$ cat src/rtl/mux_rr_nto1_reg_if.sv
// Handshake bundle for the N-to-1 registered mux: N producer channels in,
// one registered consumer channel out. The mux itself is the slave side.
interface mux_rr_nto1_reg_if #(
   parameter int WIDTH = 8,
   parameter int N     = 4,
   parameter int SELW  = $clog2(N)
);
   logic [N*WIDTH-1:0] in_data;
   logic [N-1:0]       in_valid;
   logic [N-1:0]       in_ready;
   logic [WIDTH-1:0]   out_data;
   logic               out_valid;
   logic               out_ready;
   logic [SELW-1:0]    out_ch;

   modport slave (
      input  in_data, in_valid, out_ready,
      output in_ready, out_data, out_valid, out_ch
   );

   modport master (
      output in_data, in_valid, out_ready,
      input  in_ready, out_data, out_valid, out_ch
   );
endinterface

$ cat src/rtl/mux_rr_nto1_reg.sv
// N-to-1 registered mux with valid/ready on every channel. Selection is a
// fixed external index (mode = 0) or round-robin starting after the last
// granted channel (mode = 1). One output register stage; the register can
// reload in the same cycle its word is consumed, giving full throughput.
module mux_rr_nto1_reg #(
   parameter int WIDTH = 8,
   parameter int N     = 4,
   parameter int SELW  = $clog2(N)
) (
   input  logic            clk,
   input  logic            rst_n,
   input  logic            mode,
   input  logic [SELW-1:0] sel,
   mux_rr_nto1_reg_if.slave bus
);

   logic [WIDTH-1:0] out_data_q, out_data_d;
   logic [SELW-1:0]  out_ch_q,   out_ch_d;
   logic             out_valid_q, out_valid_d;
   logic [SELW-1:0]  last_q,     last_d;

   logic             load_en;
   logic             grant_valid;
   logic [SELW-1:0]  grant_idx;
   logic [N-1:0]     in_ready;
   logic             xfer_in;

   // Pick the granted channel and derive the per-channel ready strobes.
   // An out-of-range sel simply never matches a channel, so it grants nothing.
   always_comb begin
      int c;
      c           = 0;
      load_en     = !out_valid_q || bus.out_ready;
      grant_valid = 1'b0;
      grant_idx   = '0;
      if (!mode) begin
         for (int i = 0; i < N; i++) begin
            if (int'(sel) == i && bus.in_valid[i]) begin
               grant_valid = 1'b1;
               grant_idx   = SELW'(i);
            end
         end
      end else begin
         for (int k = 1; k <= N; k++) begin
            c = (int'(last_q) + k) % N;
            if (!grant_valid && bus.in_valid[c]) begin
               grant_valid = 1'b1;
               grant_idx   = SELW'(c);
            end
         end
      end
      // rst_n gating keeps every ready low while the block is held in reset.
      for (int i = 0; i < N; i++) begin
         in_ready[i] = rst_n && load_en && grant_valid && (grant_idx == SELW'(i));
      end
   end

   // Next value of the output register and the round-robin pointer.
   always_comb begin
      xfer_in     = load_en && grant_valid;
      out_data_d  = out_data_q;
      out_ch_d    = out_ch_q;
      out_valid_d = out_valid_q;
      last_d      = last_q;
      if (xfer_in) begin
         out_data_d  = bus.in_data[int'(grant_idx)*WIDTH +: WIDTH];
         out_ch_d    = grant_idx;
         out_valid_d = 1'b1;
         last_d      = grant_idx;
      end else if (out_valid_q && bus.out_ready) begin
         out_valid_d = 1'b0;
      end
   end

   // Output register; last resets to N-1 so channel 0 wins first.
   always_ff @(posedge clk or negedge rst_n) begin
      if (!rst_n) begin
         out_data_q  <= '0;
         out_ch_q    <= '0;
         out_valid_q <= 1'b0;
         last_q      <= SELW'(N-1);
      end else begin
         out_data_q  <= out_data_d;
         out_ch_q    <= out_ch_d;
         out_valid_q <= out_valid_d;
         last_q      <= last_d;
      end
   end

   assign bus.in_ready  = in_ready;
   assign bus.out_data  = out_data_q;
   assign bus.out_ch    = out_ch_q;
   assign bus.out_valid = out_valid_q;

endmodule

$ cat src/flat_wrapper.sv
// flat-port wrapper written by rule: the top's interface ports become plain ports
module mux_rr_nto1_reg_flat 
#(
   parameter int WIDTH = 8,
   parameter int N     = 4,
   parameter int SELW  = $clog2(N)
)
  (clk, rst_n, mode, sel, bus_in_data, bus_in_valid, bus_out_ready, bus_in_ready, bus_out_data, bus_out_valid, bus_out_ch);
  mux_rr_nto1_reg_if #(.WIDTH(WIDTH), .N(N), .SELW(SELW)) bus_i ();
  input  logic clk;
  input  logic rst_n;
  input  logic mode;
  input  logic [SELW-1:0] sel;
  input wire logic [$bits(bus_i.in_data)-1:0] bus_in_data;
  input wire logic [$bits(bus_i.in_valid)-1:0] bus_in_valid;
  input wire logic [$bits(bus_i.out_ready)-1:0] bus_out_ready;
  output wire logic [$bits(bus_i.in_ready)-1:0] bus_in_ready;
  output wire logic [$bits(bus_i.out_data)-1:0] bus_out_data;
  output wire logic [$bits(bus_i.out_valid)-1:0] bus_out_valid;
  output wire logic [$bits(bus_i.out_ch)-1:0] bus_out_ch;
  assign bus_i.in_data = bus_in_data;
  assign bus_i.in_valid = bus_in_valid;
  assign bus_i.out_ready = bus_out_ready;
  assign bus_in_ready = bus_i.in_ready;
  assign bus_out_data = bus_i.out_data;
  assign bus_out_valid = bus_i.out_valid;
  assign bus_out_ch = bus_i.out_ch;
  mux_rr_nto1_reg #(.WIDTH(WIDTH), .N(N), .SELW(SELW)) u_core (.clk(clk), .rst_n(rst_n), .mode(mode), .sel(sel), .bus(bus_i));
endmodule
$ cat config.mk
export PLATFORM = sky130hd
export DESIGN_NAME = mux_rr_nto1_reg_flat
export DESIGN_NICKNAME = d
export VERILOG_FILES = /design/src/rtl/mux_rr_nto1_reg_if.sv /design/src/rtl/mux_rr_nto1_reg.sv /design/src/flat_wrapper.sv
export SDC_FILE = /design/constraint.sdc
export NUM_CORES = 1
export LEC_CHECK = 0
export BUFFER_PORTS_ARGS = -buffer_cell sky130_fd_sc_hd__buf_2
export CAP_MARGIN = 20
export CORE_MARGIN = 2
export CORE_UTILIZATION = 35
export DETAILED_ROUTE_END_ITERATION = 7
export PLACE_DENSITY_LB_ADDON = 0.25
export SETUP_SLACK_MARGIN = 0.1
export SLEW_MARGIN = 20
export SYNTH_ARGS = -nofsm -noshare
export SYNTH_HDL_FRONTEND = slang
export SYNTH_SLANG_ARGS = --single-unit
$ cat constraint.sdc
create_clock -name clk -period 4.4 [get_ports clk]
set_input_delay 0.88 -clock clk [delete_from_list [all_inputs] [get_ports clk]]
set_output_delay 0.88 -clock clk [all_outputs]
set_load 0.005 [all_outputs]
# Word-level counts from Yosys, hierarchy flattened

Cells that the tools add are included.

$add $sub $neg: 4
Magnitude comparators: 4
Equal/unequal tests: 6
Shifts and indexed selects: 1
Multiplexer cells: 34
Bitwise gates (word level): 4
Reductions and logical operators: 27

Operators with widths:

| operator            | count |
|---|---|
| $shiftx 32x6->8     | 1 |
| $mux 1              | 23 |
| $lt 3x4->1 const B  | 4 |
| $logic_and 1x1->1   | 15 |
| $mux 2              | 7 |
| $bmux 1 s2          | 4 |
| $eq 2x2->1 const B  | 4 |
| $reduce_or 2->1     | 4 |
| $add 2x1->2 const B | 2 |
| $add 2x2->2 const B | 2 |
| $and 1x1->1 const A | 4 |
| $eq 2x1->1 const B  | 2 |
| $logic_not 1->1     | 4 |
| $logic_not 2->1     | 2 |
| $reduce_bool 2->1   | 1 |
| $logic_or 1x1->1    | 1 |

Register bits: 13
Input bits: 42
Output and inout port bits: 15
Logic and storage cells: 84

# Depth between registers and ports, before layout

Depth after elaboration: 22
Gate-level depth with buffers: 6
Mapped depth without buffers: 5

# Worst setup path before layout

OpenSTA, ideal clock, no wires.

Kind: input to output
Start: input bus_in_valid[1]
End: output bus_in_ready[3]
Arrival time: 2030 ps
Data required time: 3520 ps
Setup slack: 1490 ps
Cell stages on the path: 6
Buffers on the path: 1
Path through: nand2b_1 -> o311ai_0 -> nor3_1 -> or3_4 -> buf_6 -> nor3_2

Longest elaborated chain between the ends: 19
Elaborated cells between the ends (all ways): 41
Those cells by class: eq/ne (1); mux (31); reduce/logical (9)

Ends and longest elaborated chain:

| what                                                   | RTL line              | source |
|---|---|---|
| from (decl)                                            | flat_wrapper.sv:15    | `input wire logic [$bits(bus_i.in_valid)-1:0] bus_in_valid;` |
| $bmux 1 s2                                             | mux_rr_nto1_reg.sv:46 | `if (!grant_valid && bus.in_valid[c]) begin` |
| $mux 1 (implied by the code) (2 in a row)              | mux_rr_nto1_reg.sv:46 |  |
| $mux 1                                                 | mux_rr_nto1_reg.sv:46 |  |
| $mux 1                                                 | mux_rr_nto1_reg.sv:36 | `if (!mode) begin` |
| $logic_not 1->1                                        | mux_rr_nto1_reg.sv:46 |  |
| $logic_and 1x1->1                                      | mux_rr_nto1_reg.sv:46 |  |
| $mux 1                                                 | mux_rr_nto1_reg.sv:46 |  |
| $mux 1                                                 | mux_rr_nto1_reg.sv:36 |  |
| (+2 left out)                                          | --                    |  |
| $mux 1                                                 | mux_rr_nto1_reg.sv:46 |  |
| $mux 1                                                 | mux_rr_nto1_reg.sv:36 |  |
| $logic_not 1->1                                        | mux_rr_nto1_reg.sv:46 |  |
| $logic_and 1x1->1                                      | mux_rr_nto1_reg.sv:46 |  |
| $mux 2 / $mux 1 (equally long branches)                | mux_rr_nto1_reg.sv:46 |  |
| $mux 2 / $mux 1 (equally long branches)                | mux_rr_nto1_reg.sv:36 |  |
| $eq 2x2->1 / $logic_and 1x1->1 (equally long branches) | mux_rr_nto1_reg.sv:54 | `in_ready[i] = rst_n && load_en && grant_valid && (grant_idx == SELW'(i));` |
| $logic_and 1x1->1 (*)                                  | mux_rr_nto1_reg.sv:54 |  |
| to (decl)                                              | flat_wrapper.sv:17    | `output wire logic [$bits(bus_i.in_ready)-1:0] bus_in_ready;` |

Every way passes the cells marked *; elsewhere a longest branch is shown, timed or not. The select of a mux whose other input is x is not followed.

# Worst setup path in the final report

Start: input sel[1]
End: output bus_in_ready[1]

Longest elaborated chain between the ends: 9
Elaborated cells between the ends (all ways): 20
Those cells by class: eq/ne (4); mux (9); reduce/logical (7)

Ends and longest elaborated chain:

| what                  | RTL line              | source |
|---|---|---|
| from (decl)           | flat_wrapper.sv:13    | `input logic [SELW-1:0] sel;` |
| $logic_not 2->1       | mux_rr_nto1_reg.sv:38 | `if (int'(sel) == i && bus.in_valid[i]) begin` |
| $logic_and 1x1->1     | mux_rr_nto1_reg.sv:38 |  |
| $mux 1 (4 in a row)   | mux_rr_nto1_reg.sv:38 |  |
| $mux 1                | mux_rr_nto1_reg.sv:36 |  |
| $logic_and 1x1->1     | mux_rr_nto1_reg.sv:54 |  |
| $logic_and 1x1->1 (*) | mux_rr_nto1_reg.sv:54 |  |

Every way passes the cells marked *; elsewhere a longest branch is shown, timed or not.

==> impl_results.md <==
- Vias per cell: 5.14
- Peak supply drop: 214 uV
- Worst hold path type: reg2reg
- Post-CTS Resized: 0
- Post-DR wirelength/cell: 12.7 um
- Crit share post-route: 78.4%
- Vias in the first global route: 897
- Hold Path End: u_core.bus.out_ch[0]
- DRC viols: 0
- Leakage power: 0.683 nW
- Top-count cell post-synth: mux2i_1
- Worst slew margin: 63.3%
- Hold Slack: 0.480 ns
- Post-synth cell types: 30
- Core Area: 2690 um^2
- R2R cell count: 6
- H-tree depth: 1
- Final Hold Viols: 0
- WL final: 2360 um
- Top post-synthesis cells by area: dfrtp_1 (29%), mux2i_1 (19%), o221ai_2 (9.3%)
- Critical path type: in2out
- Worst EP arrival: 2.57 ns
- CTS root buffer: clkbuf_4
- Post-CTS setup buffers: 0
- Clk pin slew, worst setup/hold paths: 0.07 ns
- Synth top area share: 28.5%
- I/O Buffers: 56
- Worst Setup End Kind: primary output
- Die ar.: 3190 um^2
- I/O Pins: 57
- Worst Skew: 0.00855 ns
- RSZ-0062 raised after global routing: no
- Synth Warn #: 0
- Number of flops mapped to enable cells by yosys: 0
- Critical Path Fanout Max: 10
- Synth Instances: 97
- Via count: 956
- Synth cell count leaders: mux2i_1 (18), nand2_1 (14), dfrtp_1 (11)
- Starting density of the core: 35.9%
- GRT Total Usage: 15.3%
- Max incr delay on CP: 0.42 ns
- Final ANT Viol Nets: 0
- Pin count of the biggest net entering global routing: 21
- Final std cells w/o fill: 186
- Fillers: 275
- Num CTS Buffers: 3
- Slew Limit Fails: 0
- Register Area: 328 um^2
- Cell Area, Synth: 965 um^2
- Register area share after synthesis: 34.0%
- Slew @ Worst Pin: 0.550 ns
- CTS tree: done
- Gpl congestion: 0.747
- R2R setup slack: 2.43 ns
- Die width: 56.5 um
- GRT busiest layer: met2
- Place WS: 0.929 ns
- Status: completed
- Post-CTS Hold Fix Bufs: 0
- CP cell instances: buf_2, mux2_2, a21o_1, o211ai_2, o21bai_2, nor3_1, buf_2
- Clk sinks: 13
- Die H: 56.5 um
- Leading area contributor after synthesis: dfrtp_1
- Synth Register Bits: 13
- Final core utilization: 48.8%
- Final worst slack: 0.949 ns
- CP max stage cell: o211ai_2
- Worst path required time: 3.52 ns
- Grt met2 use: 25.6%
- Worst-skew pair later-pin latency: 0.27 ns
- Ys async rst share: 100%
- Worst hold start: u_core.bus.out_ch[0]
- CP Launch Type: input port
- F_max: 0.290 GHz
- Crit path time final: 3.45 ns
- Cell mode on critical path: buf_2
- 1st-pass router iterations: 4
- Synth Area per Inst: 9.95 um^2
- Worst r2r src: u_core.last_q[0]
- Post-synth top flop: dfrtp_1
- Initial antenna violation count: 0
- Final setup viols: 0
- Power per cell area: 320 nW/um^2
- Total negative slack: 0 ns
- Met1 GRT Util: 19.8%
- DP Cell Count: 182
- Hpwl dp: 1920 um
- Reg-to-reg critical path endpoint: u_core.bus.out_data[3]
- Overflow after GRT: 0
- First-pass GRT wire length: 3900 um
- N_diodes: 0
- Worst Hold Depth: 1
- Synth Net Count: 139
- Row count: 19
- Multi-input gate area: 618 um^2
- M3 GR Usage: 2.30%
- Clock Tree Buf Depth: 2
- Total of max-cap violations: 0
- Initial DRC count: 11
- Share of layout cells above drive strength 1: 49.7%
- Layout area overhead: 35.8%
- Nets@finish: 198
## logic make-up after synthesis
family	synth area share, %
compound gates	22.2
buf+inv	3.37
flops	34.0
mux	21.0
simple gates	19.5
## layout make-up
| type | instances | area share, % |
|---|---|---|
| multi-input cells | 79 | 47.2 |
| flip-flops and latches | 13 | 25.0 |
| repair buffers | 58 | 22.5 |
| well taps | 31 | 2.96 |
| clock buffers | 4 | 2.01 |
| inverters | 1 | 0.287 |
## critical path, delay by kind of cell
family,cells,cell delay [ns]
muxes,1,0.33
buffers and inverters,2,0.26
AOI/OAI and AO/OA,3,1.01
and+or+nand+nor,1,0.10
## worst max path at each step
stage,endpoint,cells after the start,start
4_1_cts,bus_in_ready[1],7,sel[1]
6_report,bus_in_ready[1],7,sel[1]
5_1_grt,bus_in_ready[1],7,sel[1]
3_3_place_gp,bus_in_ready[1],7,sel[1]
3_5_place_dp,bus_in_ready[1],7,sel[1]
2_1_floorplan,bus_in_ready[3],6,bus_in_valid[1]
## report_power, final
part           internal, mW  switching, mW  leakage, nW
logic                0.0885         0.0859        0.515
clock network        0.0350         0.0346       0.0150
registers             0.153         0.0222        0.154
total                 0.276          0.143        0.683
## metrics by stage
step | power, mW | area, um^2
after floorplan | 0.281 | 965
after global placement | 0.351 | 1280
after detailed placement | 0.354 | 1280
after CTS | 0.425 | 1310
after global routing | 0.450 | 1310
final | 0.419 | 1310
## state kept, by name, summed over array words and instances, names as in the netlist
register              cells
u_core.bus.out_ch         2
u_core.bus.out_valid      1
u_core.last_q             2
u_core.bus.out_data       8
## metal layers
metal / routed length (um) / up-vias
li1: - / 475
met1: 1010 / 443
met2: 1180 / 34
met3: 146 / 4
met4: 26 / 0
met5: 0 / -
## placed cells by master, fill, tap and decap left out, drive strengths merged
master	instances
buf	58
mux2i	18
nand2	14
dfrtp	11
nor2	8
o221ai	8
or2b	5
nor3	4
clkbuf	4
a21oi	3
a21o	3
nand2b	2
dfstp	2
o31ai	2
mux2	2
a21boi	1
a31o	1
or2	1
nand3b	1
o311ai	1
nand3	1
o211ai	1
o21bai	1
inv	1
or3	1
o21ai	1
Note: power is estimated with default switching activity, not from simulation.
